[src/rtl/seg_scan_driver.sv]
//------------------------------------------------------------------------------
// seg_scan_driver
//
// Time-multiplexes four hex/BCD digits onto one shared 7-segment bus with
// per-digit anode enables. Upstream presents a 16-bit digit word and a
// decimal-point mask with a one-cycle load strobe. The word is double-buffered:
// loads land in a pending buffer and are promoted to the active buffer only at
// a frame boundary, so a frame never mixes old and new digits.
//
// Each digit slot lasts CLK_DIV cycles. The first BLANK_CYC cycles of every
// slot are dead-time with all anodes off, which prevents ghosting while the
// segment bus switches between digits.
//
// Parameters:
//   CLK_DIV        clock cycles per digit slot (must exceed BLANK_CYC)
//   BLANK_CYC      dead-time cycles at the start of each slot (>= 1)
//   SEG_ACTIVE_LOW 1: lit segment driven as 0 (common anode), 0: lit = 1
//
// Ports:
//   clk     in   system clock, rising edge
//   rst     in   asynchronous active-high reset
//   digits  in   [15:0] nibble k = digits[4k+3:4k], digit0 rightmost
//   dp      in   [3:0]  decimal-point request, bit k for digit k
//   load    in   strobe capturing {dp,digits} into the pending buffer
//   seg     out  [7:0]  {dp,g,f,e,d,c,b,a}, registered
//   an      out  [3:0]  active-low digit enables, registered
//   frame   out  one-cycle pulse after the digit3 slot completes, registered
//
// Optional build macro:
//   LEADZERO_BLANK_EN  suppress leading zero digits 3..1 (digit0 always shown);
//                      a suppressed digit with its dp set shows the dp alone.
//------------------------------------------------------------------------------
`timescale 1ns/1ps

module seg_scan_driver #(
    parameter int unsigned CLK_DIV        = 1000,
    parameter int unsigned BLANK_CYC      = 2,
    parameter bit          SEG_ACTIVE_LOW = 1'b1
) (
    input  logic        clk,
    input  logic        rst,
    input  logic [15:0] digits,
    input  logic [3:0]  dp,
    input  logic        load,
    output logic [7:0]  seg,
    output logic [3:0]  an,
    output logic        frame
);

    localparam int unsigned     CW        = (CLK_DIV > 1) ? $clog2(CLK_DIV) : 1;
    localparam logic [CW-1:0]   CNT_LAST  = CW'(CLK_DIV - 1);
    localparam logic [CW-1:0]   BLANK_END = CW'(BLANK_CYC);
    localparam logic [7:0]      SEG_OFF   = SEG_ACTIVE_LOW ? 8'hFF : 8'h00;

    typedef enum logic {
        SLOT_BLANK,
        SLOT_SHOW
    } slot_e;

    // Active-high segment pattern {g,f,e,d,c,b,a} for one hex nibble.
    function automatic logic [6:0] hex_to_seg(input logic [3:0] nib);
        logic [6:0] s;
        case (nib)
            4'h0:    s = 7'h3F;
            4'h1:    s = 7'h06;
            4'h2:    s = 7'h5B;
            4'h3:    s = 7'h4F;
            4'h4:    s = 7'h66;
            4'h5:    s = 7'h6D;
            4'h6:    s = 7'h7D;
            4'h7:    s = 7'h07;
            4'h8:    s = 7'h7F;
            4'h9:    s = 7'h6F;
            4'hA:    s = 7'h77;
            4'hB:    s = 7'h7C;
            4'hC:    s = 7'h39;
            4'hD:    s = 7'h5E;
            4'hE:    s = 7'h79;
            default: s = 7'h71;
        endcase
        return s;
    endfunction

    // Registered state
    logic [CW-1:0] cnt_q,    cnt_d;
    logic [1:0]    idx_q,    idx_d;
    logic [19:0]   pend_q,   pend_d;
    logic          pend_v_q, pend_v_d;
    logic [19:0]   act_q,    act_d;
    logic [7:0]    seg_q,    seg_d;
    logic [3:0]    an_q,     an_d;
    logic          frame_q,  frame_d;

    // Combinational helpers
    slot_e         slot;
    logic          slot_end;
    logic          boundary;
    logic [3:0]    act_nib;
    logic [3:0]    act_dp;
    logic          dp_bit;
    logic [7:0]    lit;
    logic [3:0]    an_on;
    logic          suppress;

    // Slot counter and digit index
    always_comb begin
        slot_end = (cnt_q == CNT_LAST);
        boundary = slot_end && (idx_q == 2'd3);
        cnt_d    = slot_end ? '0 : cnt_q + CW'(1);
        idx_d    = slot_end ? idx_q + 2'd1 : idx_q;
        slot     = (cnt_q < BLANK_END) ? SLOT_BLANK : SLOT_SHOW;
        frame_d  = boundary;
    end

    // Double buffer. A load that coincides with the boundary bypasses pending
    // and goes straight to active, otherwise it would be held a whole frame.
    always_comb begin
        pend_d   = pend_q;
        pend_v_d = pend_v_q;
        act_d    = act_q;
        if (boundary) begin
            if (load) begin
                act_d    = {dp, digits};
                pend_d   = {dp, digits};
                pend_v_d = 1'b0;
            end else if (pend_v_q) begin
                act_d    = pend_q;
                pend_v_d = 1'b0;
            end
        end else if (load) begin
            pend_d   = {dp, digits};
            pend_v_d = 1'b1;
        end
    end

    // Output pattern for the digit currently being scanned
    always_comb begin
        act_nib = act_q[{idx_q, 2'b00} +: 4];
        act_dp  = act_q[19:16];
        dp_bit  = act_dp[idx_q];
        lit     = {dp_bit, hex_to_seg(act_nib)};
        an_on   = ~(4'b0001 << idx_q);
        suppress = 1'b0;
`ifdef LEADZERO_BLANK_EN
        // Digit k is a leading zero when it and every higher nibble are zero.
        case (idx_q)
            2'd3:    suppress = (act_q[15:12] == 4'h0);
            2'd2:    suppress = (act_q[15:8]  == 8'h00);
            2'd1:    suppress = (act_q[15:4]  == 12'h000);
            default: suppress = 1'b0;
        endcase
        if (suppress) begin
            lit = {dp_bit, 7'b0};
            if (!dp_bit) begin
                an_on = 4'hF;
            end
        end
`endif
        if (slot == SLOT_SHOW) begin
            an_d  = an_on;
            seg_d = SEG_ACTIVE_LOW ? ~lit : lit;
        end else begin
            an_d  = 4'hF;
            seg_d = SEG_OFF;
        end
    end

    always_ff @(posedge clk or posedge rst) begin
        if (rst) begin
            cnt_q    <= '0;
            idx_q    <= '0;
            pend_q   <= '0;
            pend_v_q <= 1'b0;
            act_q    <= '0;
            seg_q    <= SEG_OFF;
            an_q     <= 4'hF;
            frame_q  <= 1'b0;
        end else begin
            cnt_q    <= cnt_d;
            idx_q    <= idx_d;
            pend_q   <= pend_d;
            pend_v_q <= pend_v_d;
            act_q    <= act_d;
            seg_q    <= seg_d;
            an_q     <= an_d;
            frame_q  <= frame_d;
        end
    end

    assign seg   = seg_q;
    assign an    = an_q;
    assign frame = frame_q;

endmodule
[config.mk]
export PLATFORM = sky130hd
export DESIGN_NAME = seg_scan_driver
export DESIGN_NICKNAME = d
export VERILOG_FILES = /design/src/rtl/seg_scan_driver.sv
export SDC_FILE = /design/constraint.sdc
export NUM_CORES = 1
export LEC_CHECK = 0
export BUFFER_PORTS_ARGS = -buffer_cell sky130_fd_sc_hd__buf_4
export CAP_MARGIN = 20
export CORE_ASPECT_RATIO = 0.5
export CORE_MARGIN = 1
export CORE_UTILIZATION = 55
export CTS_BUF_LIST = sky130_fd_sc_hd__clkbuf_4
export DETAILED_ROUTE_END_ITERATION = 16
export PLACE_DENSITY_LB_ADDON = 0.2
export SLEW_MARGIN = 5
export SYNTH_ARGS = -nofsm -noshare
export SYNTH_HDL_FRONTEND = slang
export SYNTH_SLANG_ARGS = --single-unit
[constraint.sdc]
create_clock -name clk -period 2.55 [get_ports clk]
set_clock_uncertainty 0.1 [all_clocks]
set_input_delay 0.255 -clock clk [delete_from_list [all_inputs] [get_ports clk]]
set_output_delay 0.255 -clock clk [all_outputs]
set_load 0.005 [all_outputs]
==> results.yml, run 1 <==
drt:
  finalWirelength_mm: 5.19
  wl_per_cell_um: 14.8
  remaining_drc_errors: 0
  routed-via-count: 1802
  avgViaCountPerCell: 5.15
  postRouteAntennaNets: 0
  drt_iter0_drc: 49
  dr.pass1.iters: 4
worst_setup_path:
  worstSetupEndpointType: "flop"
  critical_path.cell_chain: "mux4_2 -> inv_1 -> ha_1 -> inv_1 -> mux4_2 -> inv_1 -> nand2_1"
  r2r_cells: 7
  worstReg2RegStart: "idx_q[0]$_DFFE_PP0N_"
  r2r_end: "seg[3]$_DFF_PP1_"
  critPathRequiredTime_ps: 2760
  cp_data_arrival_time_ps: 2470
  reg2reg_slack_ps: 290
  path_max_fanout: 6
  endpoint: "seg[3]$_DFF_PP1_"
  critical_path_class: "flop to flop"
  max_stage_delay_ps: 640
  worstSetupStartpoint: "idx_q[0]$_DFFE_PP0N_"
  cp_common_cell: "inv_1"
  critPathSlowestCell: "mux4_2"
  cp-start-kind: "flop"
sta:
  hold_slack_ps: 255
  setup_viol: 0
  relSlewSlack: 0.485
  rsz0062_at_grt: "no"
  period_needed_ps: 2260
  fmax_mhz: 443
  worst_pin_slew_ps: 772
  fin_crit_sh: 0.885
  hold_viol: 0
  slew_viol_final: 0
  fin_ws_ps: 293
  tns_ps: 0
power_and_ir_drop:
  switching_share: 0.225
  clkPwrFrac: 0.354
  net-switching-power_w: 0.000422
  pwr-share-comb: 0.068
  seqPwrFrac: 0.578
  leakage_nw: 1.66
  peakVddDrop_mv: 0.312
  power_w: 0.00188
  internal-power_w: 0.00146
  p_per_area_nw_per_um2: 517
cells_and_area:
  fin_nets: 309
  multi_input_area_sq_um: 1190
  drive_gt1_frac: 0.432
  area_growth_pct: 24.0
  num_antenna_cells: 0
  fillers: 327
  ff_latch_area_sq_um: 1670
global_route:
  grt_max_degree: 36
  antenna_found_initial: 0
  grt_pass1_vias: 1799
  grt.total_usage: 0.213
  grt_remaining_overflow: 0
  grt_pass1_wl_mm: 8.59
placement:
  gp_congestion: 0.816
  numPortBuffers: 35
  dp_hpwl_mm: 3.39
  pre_cts_ws_ps: 296
logic_synthesis:
  synthDistinctLibCells: 34
  async_flop_share: 1.00
  ys_seq_area_frac: 0.569
  synth-edff-count: 0
  synth_top_area_cell: "dfrtp_1"
  synth_area_leaders: "dfrtp_1 (46%), mux2_2 (16%), dfstp_2 (11%)"
  syn_nets: 244
  ys_seq_elements: 66
  yosysMostFrequentCell: "dfrtp_1"
  synthFlopType: "dfrtp_1"
  postSynthAreaPerCell_sq_um: 13.9
  netlist_instances: 210
  ys_warn_count: 0
  synth_top_cell_area_share: 0.462
  synthTopCellsByCount: "dfrtp_1 (54), mux2_2 (42), nand2_1 (14), dfstp_2 (12), ha_1 (11)"
  syn-cell-area_sq_um: 2930
clocking:
  cts_tree: "done"
  cts_made_buffers: 9
  cts_buffer_depth: 2
  clockRootBuffer: "clkbuf_4"
  cts.htree.levels: 3
  clk_latency_ps: 400
  cts_sinks: 66
  postCtsSetupRepairBufs: 0
  cts.clk_slew.worst_paths_ps: 110
run:
  maxCapViolations: 0
floorplanning:
  placementRows: 18
  dieArea_sq_um: 5630
  die_w_um: 105
  core_area_sq_um: 5020
  die_y_um: 53.6
  ios: 36
  start_util: 0.583
hold_path:
  hp-class: "input pin to flop"
run_status:
  outcome: "complete, no violations"
==> logic make-up (layout without fill, tap and decap cells) <==
family,after synthesis,after routing,share of synthesized area
fa+ha+maj,11,11,0.0470
mux,49,49,0.212
compound gates,12,12,0.0304
buf+inv,16,86,0.0282
simple gates,49,49,0.0915
flops,66,66,0.569
xor+xnor,7,7,0.0209
==> registers in the layout, summed over array words and instances, names as in the netlist <==
name / flops
cnt_q: 10
seg: 8
frame: 1
idx_q: 2
an: 4
pend_v_q: 1
act_q: 20
pend_q: 20
==> stage by stage <==
| stage | area, sq um | instances | util |
|---|---|---|---|
| 6_report | 3630 | 350 | 0.723 |
| 5_1_grt | 3630 | 350 | 0.723 |
| 4_1_cts | 3630 | 350 | 0.723 |
| 3_5_place_dp | 3290 | 313 | 0.654 |
| 3_3_place_gp | 3290 | 313 | 0.654 |
| 2_1_floorplan | 2930 | 210 | - |
==> how the worst min path moves through the flow <==
stage	startpoint	endpoint	slack (ps)	cells past startpoint
final	load	pend_q[1]$_DFFE_PP0P_	250	2
after global routing	load	pend_q[19]$_DFFE_PP0P_	230	2
after CTS	load	pend_q[1]$_DFFE_PP0P_	230	2
after detailed placement	cnt_q[0]$_DFF_PP0_	cnt_q[0]$_DFF_PP0_	350	1
after global placement	cnt_q[0]$_DFF_PP0_	cnt_q[0]$_DFF_PP0_	330	1
after floorplan	digits[0]	pend_q[0]$_DFFE_PP0P_	320	1
==> cell type report <==
type / count / area share
repair buffers: 61 / 0.144
multi-input cells: 128 / 0.327
clock inverters: 6 / 0.0159
flip-flops and latches: 66 / 0.459
inverters: 9 / 0.00931
clock buffers: 10 / 0.0207
well taps: 70 / 0.0241
==> worst max-delay path: cells and delay by family (launching register included) <==
kind / cells / cell delay [ps]
fa+ha+maj: 1 / 170
buf+inv: 3 / 240
flops: 1 / 510
mux: 2 / 1090
simple gates: 1 / 50
==> layout by cell type, fill, tap and decap left out, types with 5 or more instances in the layout <==
cell type and instances:
nor2b_1 5, clkbuf_4 10, dfrtp_1 54, inv_1 8, mux2_2 42, mux4_2 5
nand2_1 14, dlygate4sd3_1 21, buf_4 39, dfstp_2 12, nor2_1 8, ha_1 11
==> power groups by stage <==
stage / clock network (W) / registers [W] / logic (W)
6_report: 0.000665 / 0.00109 / 0.000128
5_1_grt: 0.000727 / 0.00109 / 0.000141
4_1_cts: 0.000681 / 0.00109 / 0.000129
3_5_place_dp: 0 / 0.00111 / 0.000103
3_3_place_gp: 0 / 0.00110 / 0.000101
2_1_floorplan: 0 / 0.00110 / 0.0000581
==> timing repair <==
action,CTS,global route
gates resized for setup,0,0
hold endpoints to repair,48,0
hold buffers,21,0
==> per-layer routing <==
| layer | GRT usage | up-vias | share of wire |
|---|---|---|---|
| met2 | 0.352 | 23 | 0.49 |
| met3 | 0.0763 | 2 | 0.028 |
| met1 | 0.277 | 915 | 0.48 |
| met4 | 0.0493 | 0 | 0.0040 |
| met5 | 0 | - | 0 |
| li1 | - | 862 | - |
Note: power is estimated with default switching activity, not from simulation.
==> inputs of run 2 (changes only) <==
- ABC_AREA: unset -> 0
- REMOVE_ABC_BUFFERS: unset -> 1
==> results.yml, run 2 (same netlist as run 1, synthesis figures left out) <==
hold_path:
  hold_end: "pend_q[18]$_DFFE_PP0P_"
  min_path_cells: 2
  worstHoldStart: "load"
  hp-class: "input pin to flop"
drt:
  dr.pass1.iters: 4
  drt_iter0_drc: 58
  avgViaCountPerCell: 5.20
  remaining_drc_errors: 0
  wl_met2_mm: 2.33
  routed-via-count: 1816
  wl_per_cell_um: 14.3
  routed-wl-met3_um: 245
  postRouteAntennaNets: 0
  wl_met1_mm: 2.36
  maxUsedRoutingLayer: "met4"
  finalWirelength_mm: 5.00
clocking:
  cts_buffer_depth: 2
  cts_tree: "done"
  clockRootBuffer: "clkbuf_4"
  cts_sinks: 66
  clk_latency_ps: 420
  cts.clk_slew.worst_paths_ps: 100
  cts.htree.levels: 3
  cts_made_buffers: 9
floorplanning:
  placementRows: 18
  die_y_um: 53.6
  start_util: 0.583
  ios: 36
  dieArea_sq_um: 5630
  core_area_sq_um: 5020
  die_w_um: 105
worst_setup_path:
  r2r_cells: 7
  critPathSlowestCell: "mux4_2"
  cp-start-kind: "flop"
  path_max_fanout: 6
  cp_data_arrival_time_ps: 2440
  max_stage_delay_ps: 640
  worstReg2RegStart: "idx_q[0]$_DFFE_PP0N_"
  path_buf_inv: 3
  r2r_end: "seg[3]$_DFF_PP1_"
  worstSetupEndpointType: "flop"
  critical_path.cell_chain: "mux4_2 -> inv_1 -> ha_1 -> inv_1 -> mux4_2 -> inv_1 -> nand2_1"
  critPathRequiredTime_ps: 2770
  cp_common_cell: "inv_1"
  critical_path_class: "flop to flop"
  reg2reg_slack_ps: 330
  critical_path.top_delay_family: "multiplexers"
global_route:
  grt_remaining_overflow: 0
  grt_pass1_vias: 1794
  antenna_found_initial: 0
  grt_pass1_wl_mm: 8.49
  grt.total_usage: 0.211
  grt_max_degree: 67
power_and_ir_drop:
  clkPwrFrac: 0.387
  pwr-share-comb: 0.062
  p_per_area_nw_per_um2: 541
  peakVddDrop_mv: 0.415
  internal-power_w: 0.00155
  net-switching-power_w: 0.000415
  seqPwrFrac: 0.552
  leakage_nw: 1.66
  switching_share: 0.211
  power_w: 0.00197
placement:
  numPortBuffers: 35
  gp_congestion: 0.830
  dp_hpwl_mm: 3.19
cells_and_area:
  final_common_cell: "dfrtp_1"
  postLayoutCoreUtil: 0.723
  area_growth_pct: 24.2
  num_antenna_cells: 0
  reg_top3: "act_q: 20 flops, pend_q: 20 flops, cnt_q: 10 flops"
  final_cell_mix: "dfrtp_1 (54), mux2_2 (42), buf_4 (39)"
  drive_gt1_frac: 0.423
  fin_nets: 308
  fillers: 332
sta:
  setup_viol: 0
  fin_crit_sh: 0.869
  hold_viol: 0
  period_needed_ps: 2220
  relSlewSlack: 0.468
  rsz0062_at_grt: "no"
  slew_viol_final: 0
  fmax_mhz: 451
  worst_pin_slew_ps: 798
run:
  maxCapViolations: 0
run_status:
  outcome: "complete, no violations"
-- run 2: layout make-up --
class / instances / area [sq um] / share of cell area
sequential: 66 / 1670 / 0.459
multi-input combinational: 128 / 1190 / 0.326
timing repair buffer: 60 / 503 / 0.138
tap: 70 / 87.6 / 0.0241
clock inverter: 6 / 81.3 / 0.0224
clock buffer: 10 / 75.1 / 0.0207
inverter: 9 / 33.8 / 0.00930
-- run 2: stage by stage --
step	cells	setup WS (ps)	TNS [ps]	hold slack, ps	instance area [sq um]
3_5_place_dp	312	352	0	360	3270
6_report	349	335	0	230	3630
5_1_grt	349	190	0	210	3630
3_3_place_gp	312	374	0	335	3270
4_1_cts	349	325	0	199	3630
2_1_floorplan	203	-209	-4190	319	2880
-- run 2: power by group through the flow --
| stage | clock network, W | logic [W] | registers (W) |
|---|---|---|---|
| finish | 0.000760 | 0.000122 | 0.00108 |
| global route | 0.000828 | 0.000136 | 0.00109 |
| floorplan | 0 | 0.0000537 | 0.00110 |
| CTS | 0.000785 | 0.000123 | 0.00109 |
| detailed placement | 0 | 0.0000977 | 0.00111 |
| global placement | 0 | 0.0000957 | 0.00110 |
-- run 2: worst max-delay path by stage --
| stage | from | endpoint | slack (ps) | cells past startpoint |
|---|---|---|---|---|
| 2_1_floorplan | cnt_q[0]$_DFF_PP0_ | act_q[0]$_DFFE_PP0P_ | -210 | 5 |
| 3_3_place_gp | idx_q[0]$_DFFE_PP0N_ | seg[3]$_DFF_PP1_ | 370 | 7 |
| 3_5_place_dp | idx_q[0]$_DFFE_PP0N_ | seg[3]$_DFF_PP1_ | 350 | 7 |
| 4_1_cts | idx_q[0]$_DFFE_PP0N_ | seg[3]$_DFF_PP1_ | 330 | 7 |
| 5_1_grt | idx_q[0]$_DFFE_PP0N_ | seg[3]$_DFF_PP1_ | 190 | 7 |
| 6_report | idx_q[0]$_DFFE_PP0N_ | seg[3]$_DFF_PP1_ | 330 | 7 |
-- run 2: per-layer routing --
layer / global-route usage / vias up
li1: - / 869
met1: 0.260 / 891
met5: 0 / -
met4: 0.0845 / 0
met2: 0.347 / 48
met3: 0.0835 / 8
-- run 2: worst reg2reg max path, stage by stage, from the launching register on --
cell	delay, ps
dfrtp_1	480
mux4_2	640
inv_1	140
ha_1	170
inv_1	40
mux4_2	440
inv_1	70
nand2_1	50
-- run 2: timing repair --
item | CTS | global route
buffers inserted | 0 | 0
endpoints found under the hold margin | 74 | 0
resized for setup | 0 | 0
hold buffers | 21 | 0
